===== src/rtl/guess_game_ctrl_if.sv =====
// guess_game_ctrl_if -- keypad/display/score bundle for the guess game controller.
// The master side (keypad and display host) drives the key strobes and new_game;
// the slave side (guess_game_ctrl) drives the accepted number, score and status.
interface guess_game_ctrl_if;
    logic [3:0] key_val;
    logic       key_vld;
    logic       key_enter;
    logic       key_clear;
    logic       new_game;

    logic [3:0] oNum1;
    logic [3:0] oNum2;
    logic [3:0] oNum3;
    logic       oNumRdy;
    logic [1:0] a_cnt;
    logic [1:0] b_cnt;
    logic       res_vld;
    logic [3:0] attempts;
    logic [2:0] state_o;
    logic       win;
    logic       lose;
    logic       err;

    modport master (
        output key_val, key_vld, key_enter, key_clear, new_game,
        input  oNum1, oNum2, oNum3, oNumRdy, a_cnt, b_cnt, res_vld,
        input  attempts, state_o, win, lose, err
    );

    modport slave (
        input  key_val, key_vld, key_enter, key_clear, new_game,
        output oNum1, oNum2, oNum3, oNumRdy, a_cnt, b_cnt, res_vld,
        output attempts, state_o, win, lose, err
    );
endinterface


===== src/rtl/guess_game_ctrl.sv =====
// guess_game_ctrl -- "bulls and cows" style 3-digit guessing game controller.
// A secret is typed in first, then guesses are scored as A (right digit, right
// place) and B (right digit, wrong place). Digits in any submission are distinct.
// Optional feature: define GAME_ATTEMPT_LIMIT_EN to lose the game after the 8th
// non-winning guess; without it guessing is unlimited and lose stays 0.
module guess_game_ctrl (
    input  logic             clk,
    input  logic             reset,
    guess_game_ctrl_if.slave bus
);
    typedef enum logic [2:0] {
        S_IDLE   = 3'd0,
        S_SECRET = 3'd1,
        S_GUESS  = 3'd2,
        S_CHECK  = 3'd3,
        S_WIN    = 3'd4,
        S_LOSE   = 3'd5
    } state_t;

`ifdef GAME_ATTEMPT_LIMIT_EN
    localparam logic [3:0] ATTEMPT_LIMIT = 4'd8;
`endif

    state_t          state_q, state_d;
    logic [2:0][3:0] buf_q, buf_d;       // entry buffer, element 0 is the first digit typed
    logic [1:0]      cnt_q, cnt_d;       // digits currently buffered (0..3)
    logic [2:0][3:0] num_q, num_d;       // last accepted number, element 0 drives oNum1
    logic [2:0][3:0] secret_q, secret_d;
    logic [1:0]      a_q, a_d;
    logic [1:0]      b_q, b_d;
    logic [3:0]      att_q, att_d;
    logic            rdy_q, rdy_d;
    logic            res_vld_q, res_vld_d;
    logic            err_q, err_d;

    logic            entry_ok;
    logic            restart;
    logic [1:0]      score_a_c;
    logic [1:0]      score_b_c;
    logic [3:0]      att_inc;
    logic            limit_hit;

    // Position matches between a guess and the secret.
    function automatic logic [1:0] score_a(input logic [2:0][3:0] g, input logic [2:0][3:0] s);
        logic [1:0] n;
        n = 2'd0;
        for (int i = 0; i < 3; i++) begin
            if (g[i] == s[i]) n = n + 2'd1;
        end
        return n;
    endfunction

    // Digits of the guess found in the secret at a different position.
    function automatic logic [1:0] score_b(input logic [2:0][3:0] g, input logic [2:0][3:0] s);
        logic [1:0] n;
        n = 2'd0;
        for (int i = 0; i < 3; i++) begin
            for (int j = 0; j < 3; j++) begin
                if ((i != j) && (g[i] == s[j])) n = n + 2'd1;
            end
        end
        return n;
    endfunction

    // Next-state, buffer, score and strobe logic; strobe priority is
    // new_game > key_clear > key_enter > key_vld, losers are dropped.
    always_comb begin
        state_d   = state_q;
        buf_d     = buf_q;
        cnt_d     = cnt_q;
        num_d     = num_q;
        secret_d  = secret_q;
        a_d       = a_q;
        b_d       = b_q;
        att_d     = att_q;
        rdy_d     = 1'b0;
        res_vld_d = 1'b0;
        err_d     = 1'b0;

        entry_ok  = (cnt_q == 2'd3) && (buf_q[0] != buf_q[1]) &&
                    (buf_q[0] != buf_q[2]) && (buf_q[1] != buf_q[2]);
        restart   = bus.new_game && (state_q != S_IDLE);
        // The guess being scored is the number latched when CHECK was entered.
        score_a_c = score_a(num_q, secret_q);
        score_b_c = score_b(num_q, secret_q);
        att_inc   = (att_q == 4'd15) ? 4'd15 : att_q + 4'd1;
`ifdef GAME_ATTEMPT_LIMIT_EN
        limit_hit = (att_inc == ATTEMPT_LIMIT);
`else
        limit_hit = 1'b0;
`endif

        if (restart) begin
            state_d = S_SECRET;
            buf_d   = '0;
            cnt_d   = 2'd0;
            att_d   = 4'd0;
            a_d     = 2'd0;
            b_d     = 2'd0;
        end else begin
            case (state_q)
                S_IDLE: state_d = S_SECRET;
                S_SECRET, S_GUESS: begin
                    if (bus.key_clear) begin
                        buf_d = '0;
                        cnt_d = 2'd0;
                    end else if (bus.key_enter) begin
                        if (entry_ok) begin
                            num_d = buf_q;
                            rdy_d = 1'b1;
                            buf_d = '0;
                            cnt_d = 2'd0;
                            if (state_q == S_SECRET) begin
                                secret_d = buf_q;
                                state_d  = S_GUESS;
                            end else begin
                                state_d  = S_CHECK;
                            end
                        end else begin
                            err_d = 1'b1;
                        end
                    end else if (bus.key_vld && (bus.key_val <= 4'd9) && (cnt_q != 2'd3)) begin
                        buf_d[cnt_q] = bus.key_val;
                        cnt_d        = cnt_q + 2'd1;
                    end
                end
                S_CHECK: begin
                    a_d       = score_a_c;
                    b_d       = score_b_c;
                    res_vld_d = 1'b1;
                    att_d     = att_inc;
                    if (score_a_c == 2'd3)  state_d = S_WIN;
                    else if (limit_hit)     state_d = S_LOSE;
                    else                    state_d = S_GUESS;
                end
                S_WIN, S_LOSE: state_d = state_q;
                default: state_d = S_IDLE;
            endcase
        end
    end

    // State, buffer and output registers; reset returns everything to IDLE/zero.
    always_ff @(posedge clk) begin
        if (reset) begin
            state_q   <= S_IDLE;
            buf_q     <= '0;
            cnt_q     <= 2'd0;
            num_q     <= '0;
            secret_q  <= '0;
            a_q       <= 2'd0;
            b_q       <= 2'd0;
            att_q     <= 4'd0;
            rdy_q     <= 1'b0;
            res_vld_q <= 1'b0;
            err_q     <= 1'b0;
        end else begin
            state_q   <= state_d;
            buf_q     <= buf_d;
            cnt_q     <= cnt_d;
            num_q     <= num_d;
            secret_q  <= secret_d;
            a_q       <= a_d;
            b_q       <= b_d;
            att_q     <= att_d;
            rdy_q     <= rdy_d;
            res_vld_q <= res_vld_d;
            err_q     <= err_d;
        end
    end

    assign bus.oNum1    = num_q[0];
    assign bus.oNum2    = num_q[1];
    assign bus.oNum3    = num_q[2];
    assign bus.oNumRdy  = rdy_q;
    assign bus.a_cnt    = a_q;
    assign bus.b_cnt    = b_q;
    assign bus.res_vld  = res_vld_q;
    assign bus.attempts = att_q;
    assign bus.state_o  = state_q;
    assign bus.err      = err_q;
    assign bus.win      = (state_q == S_WIN);
`ifdef GAME_ATTEMPT_LIMIT_EN
    assign bus.lose     = (state_q == S_LOSE);
`else
    assign bus.lose     = 1'b0;
`endif
endmodule


===== src/flat_wrapper.sv =====
// flat-port wrapper written by rule: the top's interface ports become plain ports
module guess_game_ctrl_flat 
  (clk, reset, bus_key_val, bus_key_vld, bus_key_enter, bus_key_clear, bus_new_game, bus_oNum1, bus_oNum2, bus_oNum3, bus_oNumRdy, bus_a_cnt, bus_b_cnt, bus_res_vld, bus_attempts, bus_state_o, bus_win, bus_lose, bus_err);
  guess_game_ctrl_if bus_i ();
  input  logic clk;
  input  logic reset;
  input wire logic [$bits(bus_i.key_val)-1:0] bus_key_val;
  input wire logic [$bits(bus_i.key_vld)-1:0] bus_key_vld;
  input wire logic [$bits(bus_i.key_enter)-1:0] bus_key_enter;
  input wire logic [$bits(bus_i.key_clear)-1:0] bus_key_clear;
  input wire logic [$bits(bus_i.new_game)-1:0] bus_new_game;
  output wire logic [$bits(bus_i.oNum1)-1:0] bus_oNum1;
  output wire logic [$bits(bus_i.oNum2)-1:0] bus_oNum2;
  output wire logic [$bits(bus_i.oNum3)-1:0] bus_oNum3;
  output wire logic [$bits(bus_i.oNumRdy)-1:0] bus_oNumRdy;
  output wire logic [$bits(bus_i.a_cnt)-1:0] bus_a_cnt;
  output wire logic [$bits(bus_i.b_cnt)-1:0] bus_b_cnt;
  output wire logic [$bits(bus_i.res_vld)-1:0] bus_res_vld;
  output wire logic [$bits(bus_i.attempts)-1:0] bus_attempts;
  output wire logic [$bits(bus_i.state_o)-1:0] bus_state_o;
  output wire logic [$bits(bus_i.win)-1:0] bus_win;
  output wire logic [$bits(bus_i.lose)-1:0] bus_lose;
  output wire logic [$bits(bus_i.err)-1:0] bus_err;
  assign bus_i.key_val = bus_key_val;
  assign bus_i.key_vld = bus_key_vld;
  assign bus_i.key_enter = bus_key_enter;
  assign bus_i.key_clear = bus_key_clear;
  assign bus_i.new_game = bus_new_game;
  assign bus_oNum1 = bus_i.oNum1;
  assign bus_oNum2 = bus_i.oNum2;
  assign bus_oNum3 = bus_i.oNum3;
  assign bus_oNumRdy = bus_i.oNumRdy;
  assign bus_a_cnt = bus_i.a_cnt;
  assign bus_b_cnt = bus_i.b_cnt;
  assign bus_res_vld = bus_i.res_vld;
  assign bus_attempts = bus_i.attempts;
  assign bus_state_o = bus_i.state_o;
  assign bus_win = bus_i.win;
  assign bus_lose = bus_i.lose;
  assign bus_err = bus_i.err;
  guess_game_ctrl u_core (.clk(clk), .reset(reset), .bus(bus_i));
endmodule

===== config.mk =====
export PLATFORM = sky130hd
export DESIGN_NAME = guess_game_ctrl_flat
export DESIGN_NICKNAME = d
export VERILOG_FILES = /design/src/rtl/guess_game_ctrl_if.sv /design/src/rtl/guess_game_ctrl.sv /design/src/flat_wrapper.sv
export SDC_FILE = /design/constraint.sdc
export NUM_CORES = 1
export LEC_CHECK = 0
export CORE_MARGIN = 3
export CORE_UTILIZATION = 45
export DETAILED_ROUTE_END_ITERATION = 12
export PLACE_DENSITY = 0.68
export SLEW_MARGIN = 10
export SYNTH_ARGS = -nofsm -noshare
export SYNTH_HDL_FRONTEND = slang
export SYNTH_SLANG_ARGS = --single-unit
export TNS_END_PERCENT = 30

===== constraint.sdc =====
create_clock -name clk -period 4.7 [get_ports clk]
set_clock_uncertainty 0.15 [all_clocks]
set_input_delay 0.94 -clock clk [delete_from_list [all_inputs] [get_ports clk]]
set_output_delay 0.94 -clock clk [all_outputs]
set_load 0.03 [all_outputs]

== Yosys cells after proc, flatten, opt, wreduce, memory -nomap -nowiden ==
Cells that the tools add are included.

* $add $sub $neg: 9
* Magnitude comparators: 3
* Eq/ne operators: 29
* Mux-type cells: 31
* Bitwise gates (word level): 5
* Reduce and logical (&&, ||, !) cells: 19

{| class="wikitable"
|+ Operators with widths
! operator !! number
|-
| 12-bit two-way mux || 4
|-
| 4-bit equality test || 9
|-
| 2-bit two-way mux || 11
|-
| 2-bit by 1-bit adder with 2-bit output, second input constant || 6
|-
| 12-bit bitwise mux || 1
|-
| 3-bit two-way mux || 4
|-
| 4-bit != test || 3
|-
| 3-bit case mux with 4 select lines || 1
|-
| 4-bit demux with 2-bit select || 1
|-
| 4-bit two-way mux || 2
|-
| 4-bit AND reduction || 2
|-
| 1-bit logical AND || 7
|-
| 1-bit two-way mux || 7
|-
| 3-bit by 2-bit equality test with 1-bit output, second input constant || 2
|-
| 3-bit equality test, second input constant || 2
|-
| 2-bit != test, second input constant || 3
|-
| 3-bit by 1-bit != test with 1-bit output, second input constant || 2
|-
| 3-bit by 2-bit != test with 1-bit output, second input constant || 2
|-
| 6-bit AND reduction || 1
|-
| 3-bit nonzero test || 2
|-
| 2-bit OR reduction || 3
|-
| 1-bit NOT || 5
|-
| 5-bit AND reduction || 1
|-
| 5-bit OR reduction || 1
|-
| other kinds (11) || 14
|}

* Bits in registers: 52
* Input bits: 10
* Output and inout bits: 28
* Word-level logic and storage cells: 114

== Longest topological paths before layout ==
Gate-level depths: netlist (run 1).

* Word-level depth: 12
* Depth in mapped cells: 10
* Depth with buffers taken out: 10

== Worst setup path after synthesis (run 1) ==
Ideal clock, no wire load.

* Path kind: in2reg
* Start: input port bus_key_clear
* End: register u_core.secret_q[0] (netlist name)
* Setup time: 0.128 ns
* Arrival time: 2.451 ns
* Data required time: 4.422 ns
* Setup slack: 1.971 ns
* Stages: 7
* Path buffers: 1
* Cell sequence: nand2b_1 > or4_4 > nor4_4 > nand3b_4 > buf_6 > mux2i_1 > nor2_1

* Longest elaborated chain between the ends: 2

{| class="wikitable"
|+ RTL lines
! element !! RTL line !! RTL
|-
| start, declared || flat_wrapper.sv:10 || <nowiki>input wire logic [$bits(bus_i.key_clear)-1:0] bus_key_clear;</nowiki>
|-
| 1-bit NOT (no line) || -- ||
|-
| 6-bit AND reduction (no line) || -- ||
|-
| end signal, assigned || guess_game_ctrl.sv:161 || <nowiki>secret_q <= secret_d;</nowiki>
|-
| end, declared || guess_game_ctrl.sv:28 || <nowiki>logic [2:0][3:0] secret_q, secret_d;</nowiki>
|}

Every way passes these cells.
A chain may end at the register's enable or synchronous reset.

== Final worst setup path (run 1) ==
Same ends and word-level chain as after synthesis.

==> results of run 1 <==
-- power by group through the flow --
stage          Clock (mW)  Combinational [mW]  Sequential, mW
2_1_floorplan           0              0.0226           0.454
3_3_place_gp            0              0.0376           0.454
3_5_place_dp            0              0.0379           0.454
4_1_cts             0.273              0.0380           0.444
5_1_grt             0.292              0.0422           0.445
6_report            0.267              0.0380           0.444
-- synthesized netlist by cell type, drive strengths merged (2+ instances only) --
cell      n
a21oi    20
xnor2    33
o2111ai   2
inv      11
a211oi    4
clkbuf    5
buf       7
nand3     2
a41o      2
nor4b     2
nand2    20
dfxtp    52
nand4     7
o21ai    16
nor3b     2
and2      4
ha        9
xor2     20
or2       2
nor4      5
o21bai    2
nor2     35
mux2i    25
nand2b    4
or4       2
nor3      7
-- cell type report --
type / instances / share of cell area
Clock buffer: 5 / 0.0205
Clock inverter: 3 / 0.00744
Inverter: 11 / 0.0123
Multi-Input combinational cell: 241 / 0.511
Sequential cell: 52 / 0.310
Tap cell: 75 / 0.0279
Timing Repair Buffer: 38 / 0.112
-- logic make-up (layout without fill, tap and decap cells) --
group | count (synthesis) | count (layout)
adder cells (fa/ha/maj) | 10 | 10
flip-flops | 52 | 52
AND/OR/NAND/NOR | 99 | 99
XOR/XNOR | 54 | 54
AO/OA/AOI/OAI | 52 | 52
multiplexers | 25 | 25
other | 1 | 1
buffers and inverters | 23 | 57
-- metrics by stage --
step | hold slack, ps | area, sq um
global route | 381 | 3360
CTS | 354 | 3360
finish | 354 | 3360
global placement | 327 | 3270
detailed placement | 342 | 3270
floorplan | 315 | 2880
-- worst min-delay path, stage by stage, from the launching register on --
cell      delay, ps
dfxtp_1         320
nor2_1          100
a211oi_1         50
-- state kept, by name, indices dropped and copies added (netlist names), 3 cells and up --
register,cells
u_core.buf_q,12
u_core.bus.attempts,4
u_core.bus.oNum1,4
u_core.bus.oNum2,4
u_core.bus.oNum3,4
u_core.bus.state_o,3
u_core.secret_q,12
-- worst max path at each step --
| stage | start | to |
|---|---|---|
| after CTS | bus_key_clear | u_core.secret_q[0] |
| after detailed placement | bus_key_clear | u_core.secret_q[7] |
| after global placement | bus_key_clear | u_core.secret_q[6] |
| after floorplan | bus_key_clear | u_core.secret_q[0] |
| after global routing | bus_key_clear | u_core.secret_q[1] |
| final | bus_key_clear | u_core.secret_q[0] |
-- layer usage --
metal,part of all wire,GRT usage,up-vias
met1,0.47,0.243,1038
met4,0.018,0.0691,0
li1,-,-,1157
met5,0,0,-
met2,0.48,0.285,39
met3,0.031,0.0336,10
==> results.toml, run 1 <==
[synthesis]
synth_cell_types = 49
avgSynthCellArea_sq_um = 9.10
synth_area_leader_cell = "dfxtp_1"
synth_top_family_by_area = "simple AND/OR/NAND/NOR gates"
synth-edff-count = 0
yosysTopAreaCellShare = 0.362
synth-compound-area-share = 0.110
yosys_warnings = 0
synthXorXnorAreaFrac = 0.169
synth_seq_cells = 52
synth_ff_type = "dfxtp_1"
synth-seq-area-share = 0.362
synth.cell_area_sq_um = 2880
ys_async_sr_fraction = 0
netlist_instances = 316
synthMuxAreaShare = 0.0870
synthAdderAreaFrac = 0.0426
synthTopCellsByArea = "dfxtp_1 (36%), xnor2_1 (10%), mux2i_1 (8.7%), xor2_1 (6.1%), nor2_1 (4.6%)"
syn_nets = 335
yosys.area_share.simple = 0.187

[hold_path]
hold_start = "u_core.bus.a_cnt[0]"
hp-class = "register to register"
holdPathEnd = "u_core.bus.a_cnt[0]"
min_path_cells = 2

[critical_path]
critical_path_required_ps = 4710
critical-path-max-stage-delay_ps = 510
reg2reg_from = "u_core.buf_q[8]"
worstSetupPathType = "input port to register"
critPathCaptureType = "register"
crit_arrival_ps = 3210
reg2reg_slack_ps = 2040
cp.depth = 8
cp_num_buf_inv = 2
r2r-end = "u_core.buf_q[10]"
cp_cell_sequence = "clkdlybuf4s50_1 > nand2b_1 > or4_4 > nor4_4 > buf_4 > nand3b_4 > mux2i_1 > nor2_1"
reg2reg_depth = 6
cpMaxStageDelayCell = "clkdlybuf4s50_1"
cp-start-kind = "input port"
path_max_fanout = 13
cp_top_family = "simple AND/OR/NAND/NOR gates"

[clock_network]
clockBufferDepth = 2
cts_buffers = 5
htreeDepth = 2
clk_pin_slew_ps = 90
cts_setup_buffers = 0
worstSkewPairLatency_ps = 310
ctsResizeCount = 0
cts_root_buffer = "clkbuf_8"
cts_tree = "built"
clkSinkCount = 52
hold_buffers = 0

[finish]
seqCellArea_sq_um = 1040
n_antenna_cell = 0
post_route_cells_drive_above_1_share = 0.0543
layout.nets = 368
multi_input_area_sq_um = 1720
syn2layout_area_growth_pct = 16.9
fillers = 562
final_common_cell = "dfxtp_1"
fin_cells = 425
mostFrequentLayoutCells = "dfxtp_1 (52), clkdlybuf4s50_1 (36), nor2_1 (35), xnor2_1 (33), mux2i_1 (25)"
post-route-util = 0.555

[grt]
overflow = 0
grt_pass1_wl_mm = 10.8
grt_max_degree = 29
grt_antenna_before_repair = 0
grt_pass1_vias = 2177
groute.usage.overall = 0.180

[timing]
finalSetupTns_ps = 0
hold_viol_final = 0
fin_crit_ps = 3200
rsz0062_at_grt = "false"
setup_viol = 0
max_slew.worst_pin.slew_ps = 985
fin_crit_sh = 0.680
setup_slack_ps = 1500
slew_violations = 0
fmax_ghz = 0.313
max_slew_margin = 0.335

[routing]
firstDrtPassIters = 4
ant_nets = 0
wl_mm = 6.25
dr_total_vias = 2244
drt_iter0_drc = 87
via_per_inst = 5.28
drc = 0
post_drt_wl_per_cell_um = 14.7

[power_and_ir_drop]
totalPowerFinal_uw = 749
switching_share = 0.246
combPwrFrac = 0.051
p_int_uw = 565
ir_drop_uv = 195
p_per_area_nw_per_um2 = 223
p_clk_frac = 0.356
leakage_nw = 1.36
switching_power_uw = 184
seqPwrFrac = 0.593

[die]
die_w_um = 85.9
die_area_sq_um = 7380
ios = 38
dieHeight_um = 85.9
core_sq_um = 6060
start_util = 0.474
rows = 28

[placement]
pre_cts_ws_ps = 1180
portBuffers = 36
dp_hpwl_mm = 4.72
place_inst = 417
place_congestion = 0.827

[run_status]
outcome = "completed"

[job]
max-cap-violations = 0
(Power assumes the default switching activity.)
==> run 2, diff against run 1 <==
==> constraint.sdc (replaced) <==
create_clock -name clk -period 3.3 [get_ports clk]
set_clock_uncertainty 0.15 [all_clocks]
set_input_delay 0.66 -clock clk [delete_from_list [all_inputs] [get_ports clk]]
set_output_delay 0.66 -clock clk [all_outputs]
set_load 0.03 [all_outputs]
==> run 2 against run 1 <==
Compared with the run above:
- combinational power grew 61%
- clock power grew 43%
- global-route usage shrank 0.20 points
- register-to-register slack lost 1400 ps
- via count grew 1.8%
- critical endpoint is now u_core.bus.b_cnt[1]
==> results.toml, run 2 (same netlist as run 1, synthesis figures left out) <==
[run_status]
outcome = "completed"

[timing]
max_slew_margin = 0.591
setup_viol = 0
whs_ps = 350
fmax_ghz = 0.381
finalSetupTns_ps = 0
slew_violations = 0
hold_viol_final = 0
rsz0062_at_grt = "false"
max_slew.worst_pin.slew_ps = 605
fin_crit_ps = 2620
fin_crit_sh = 0.795

[die]
die_w_um = 85.9
rows = 28
core_sq_um = 6060
dieHeight_um = 85.9
start_util = 0.474
die_area_sq_um = 7380
ios = 38

[routing]
drc = 0
post_drt_wl_per_cell_um = 14.4
dr_total_vias = 2284
firstDrtPassIters = 4
drt_iter0_drc = 124
wl_mm = 6.23
ant_nets = 0
via_per_inst = 5.27

[critical_path]
worstSetupPathType = "register to register"
path_max_fanout = 5
critPathCaptureType = "register"
cp-start-kind = "register"
critical_path_required_ps = 3390
crit_arrival_ps = 2710

[finish]
mostFrequentLayoutCells = "dfxtp_1 (52), clkdlybuf4s50_1 (36), nor2_1 (35), xnor2_1 (33), mux2i_1 (25)"
n_antenna_cell = 0
post_route_cells_drive_above_1_share = 0.0754
layout.nets = 376
fillers = 545
final_common_cell = "dfxtp_1"
largestRegisters = "u_core.buf_q: 12 flops, u_core.secret_q: 12 flops"
syn2layout_area_growth_pct = 19.1

[clock_network]
hold_buffers = 0
cts_setup_buffers = 0
clk_pin_slew_ps = 100
htreeDepth = 2
ctsResizeCount = 0
cts_buffers = 5
clkSinkCount = 52
clockBufferDepth = 2
cts_tree = "built"
cts_root_buffer = "clkbuf_8"
worstSkewPairLatency_ps = 310

[power_and_ir_drop]
combPwrFrac = 0.057
leakage_nw = 1.39
seqPwrFrac = 0.588
p_int_uw = 809
p_per_area_nw_per_um2 = 314
ir_drop_uv = 314
switching_power_uw = 266
totalPowerFinal_mw = 1.08
switching_share = 0.247
p_clk_frac = 0.355

[grt]
overflow = 0
grt_max_degree = 29
groute.usage.overall = 0.178
grt_pass1_vias = 2263
grt_pass1_wl_mm = 10.7
grt_antenna_before_repair = 0

[hold_path]
hp-class = "register to register"

[placement]
dp_hpwl_mm = 4.80
place_congestion = 0.826
portBuffers = 36

[job]
max-cap-violations = 0
-- run 2: cell types whose count changed in the layout (fill, tap and decap cells not counted) --
cell,previous run,this run
clkinvlp_4,1,2
inv_6,2,0
inv_8,0,1
buf_4,2,10
-- run 2: stage by stage --
stage                     setup WS [ps]  instance area (sq um)  instances  utilization
after floorplan                     725                   2880        316            -
after global placement              428                   3330        425        0.549
after detailed placement            364                   3330        425        0.549
after CTS                           674                   3420        433        0.565
after global routing                458                   3420        433        0.565
final                               677                   3420        433        0.565
-- run 2: final cells by class --
cell class	count	area [sq um]	share of cell area
inverters	11	41.3	0.0121
well taps	75	93.8	0.0274
clock buffers	5	68.8	0.0201
flip-flops and latches	52	1040	0.304
clock inverters	3	26.3	0.00768
multi-input cells	241	1720	0.501
repair buffers	46	435	0.127
-- run 2: final timing paths --
check | from | endpoint | slack (ps) | cells after the start
worst min register to register | u_core.cnt_q[0] | u_core.cnt_q[0] | 350 | 2
worst max-delay path | u_core.bus.oNum1[1] | u_core.bus.b_cnt[1] | 680 | 8
worst min-delay path | u_core.cnt_q[0] | u_core.cnt_q[0] | 350 | 2
worst max register to register | u_core.bus.oNum1[1] | u_core.bus.b_cnt[1] | 680 | 8
-- run 2: critical path: stages, from the launching register on --
cell and delay, ps:
dfxtp_1 490, xnor2_1 160, nand4_1 170, ha_1 350
inv_1 80, xnor3_1 430, maj3_1 370, xnor2_1 140
a211oi_1 210
-- run 2: power groups by stage --
| stage | clock network [mW] | registers (mW) | logic (mW) |
|---|---|---|---|
| floorplan | 0 | 0.647 | 0.0322 |
| global placement | 0 | 0.647 | 0.0599 |
| detailed placement | 0 | 0.647 | 0.0607 |
| CTS | 0.396 | 0.632 | 0.0609 |
| global route | 0.419 | 0.633 | 0.0663 |
| finish | 0.382 | 0.632 | 0.0611 |
-- run 2: metal layers --
layer  wire length, um  track usage  vias up  share of wire
met4                63       0.0590        0          0.010
met3               172       0.0307        7          0.028
li1                  -            -     1172              -
met2              3050        0.299       29           0.49
met1              2950        0.232     1076           0.47
met5                 0            0        -              0
==> run 3, diff against run 2 <==
==> constraint.sdc (replaced) <==
create_clock -name clk -period 2.55 [get_ports clk]
set_clock_uncertainty 0.15 [all_clocks]
set_input_delay 0.51 -clock clk [delete_from_list [all_inputs] [get_ports clk]]
set_output_delay 0.51 -clock clk [all_outputs]
set_load 0.03 [all_outputs]
==> run 3 against run 2 <==
Compared with the run above:
- wire length increased by 12%
- critical path depth increased by 1
- global-route usage increased by 0.81 points
- power increased by 31%
- non-clock buffer count increased by 29
- sequential power increased by 29%
- clock-buffer cell count unchanged
- first-iteration DRC count increased by 44%
- setup slack got worse by 640 ps
- clock power increased by 34%
- register-to-register slack got worse by 640 ps
- critical endpoint unchanged
- largest cell class unchanged
==> results.toml, run 3 (same netlist as run 1, synthesis figures left out) <==
[timing]
fin_crit_sh = 0.985
max_slew_margin = 0.601
fmax_ghz = 0.398
setup_viol = 0
fin_crit_ps = 2510
finalSetupTns_ps = 0
max_slew.worst_pin.slew_ps = 593
rsz0062_at_grt = "true"
slew_violations = 0
hold_viol_final = 0

[grt]
grt_max_degree = 28
groute.usage.overall = 0.187
overflow = 0
grt_antenna_before_repair = 0
grt_pass1_wl_mm = 11.0
grt_pass1_vias = 2261

[finish]
final_area_sq_um = 3710
fin_cells = 462
fillers = 531
n_antenna_cell = 0
syn2layout_area_growth_pct = 29.2
post_route_cells_drive_above_1_share = 0.183
post-route-util = 0.613
layout.nets = 405
mostFrequentLayoutCells = "dfxtp_1 (46), buf_4 (39), clkdlybuf4s50_1 (36), nor2_1 (35), xnor2_1 (29)"
largestRegisters = "u_core.buf_q: 12 flops, u_core.secret_q: 12 flops"
final_common_cell = "dfxtp_1"

[critical_path]
critPathLaunch = "u_core.bus.oNum1[0]"
reg2reg_slack_ps = 40
reg2reg_from = "u_core.bus.oNum1[0]"
crit_arrival_ps = 2600
cp-start-kind = "register"
critical_path_required_ps = 2640
critPathCaptureType = "register"
reg2reg_depth = 9
path_max_fanout = 5
worstSetupPathType = "register to register"
r2r-end = "u_core.bus.b_cnt[1]"

[die]
dieHeight_um = 85.9
core_sq_um = 6060
start_util = 0.474
ios = 38
rows = 28
die_w_um = 85.9
die_area_sq_um = 7380

[hold_path]
hold_start = "u_core.bus.a_cnt[0]"
min_path_cells = 2
holdPathEnd = "u_core.bus.a_cnt[0]"
hp-class = "register to register"

[clock_network]
clkSinkCount = 52
clockBufferDepth = 2
cts_root_buffer = "clkbuf_8"
clk_pin_slew_ps = 100
worstSkewPairLatency_ps = 310
cts_buffers = 5
cts_tree = "built"
htreeDepth = 2

[routing]
dr_total_vias = 2462
ant_nets = 0
post_drt_wl_per_cell_um = 15.1
drc = 0
firstDrtPassIters = 4
via_per_inst = 5.33
wl_mm = 6.99
drt_iter0_drc = 179

[power_and_ir_drop]
ir_drop_uv = 259
leakage_nw = 1.56
totalPowerFinal_mw = 1.41
p_per_area_nw_per_um2 = 379

[placement]
postPlaceCellArea_sq_um = 3490
place_inst = 446
dp_hpwl_mm = 5.15
portBuffers = 36
place_congestion = 0.812

[run_status]
outcome = "completed"

[job]
max-cap-violations = 0
## run 3: repair_timing
| item | CTS | global route |
|---|---|---|
| cloned | 0 | 0 |
| setup buffers | 4 | 4 |
| setup endpoints to repair | 1 | 3 |
| hold buffers | 0 | 0 |
| pin swaps | 3 | 6 |
| hold endpoints to repair | 0 | 0 |
| resized for setup | 3 | 12 |
## run 3: final cells by class
class,instances,area [sq um],area share
clock buffers,5,68.8,0.0185
well taps,75,93.8,0.0253
inverters,11,41.3,0.0111
repair buffers,75,653,0.176
clock inverters,3,27.5,0.00741
multi-input cells,241,1770,0.477
flip-flops and latches,52,1060,0.285
## run 3: routing by layer
metal | routed length (um) | GRT usage | up-vias
met5 | 0 | 0 | -
met4 | 106 | 0.0590 | 0
li1 | - | - | 1230
met1 | 3160 | 0.240 | 1180
met3 | 231 | 0.0259 | 9
met2 | 3490 | 0.321 | 43
## run 3: where the power goes
part,switching [mW],leakage [nW],internal [mW],total [mW]
Sequential,0.00283,0.423,0.810,0.813
Combinational,0.0485,1.09,0.0368,0.0853
Clock,0.309,0.0463,0.202,0.511
Total,0.360,1.56,1.05,1.41
## run 3: worst max-delay path, stage by stage, from the launching register on
cell and delay (ps):
dfxtp_4 390, xnor2_1 150, nand4_1 190, buf_4 190, ha_1 320, inv_1 100
xnor3_1 240, maj3_1 370, xnor2_1 150, a211oi_1 190
## run 3: how the worst max path moves through the flow
stage,endpoint,depth (start not counted)
final,u_core.bus.b_cnt[1],9
after detailed placement,u_core.bus.oNum1[0],7
after global placement,u_core.bus.oNum3[0],7
after CTS,u_core.bus.b_cnt[1],14
after global routing,u_core.bus.b_cnt[1],14
after floorplan,u_core.secret_q[0],8
## run 3: metrics by stage
step / hold slack (ps) / setup WS, ps
2_1_floorplan: 315 / 69.0
3_3_place_gp: 317 / -169
3_5_place_dp: 342 / -206
4_1_cts: 366 / 2.47
5_1_grt: 388 / -65.0
6_report: 359 / 38.4
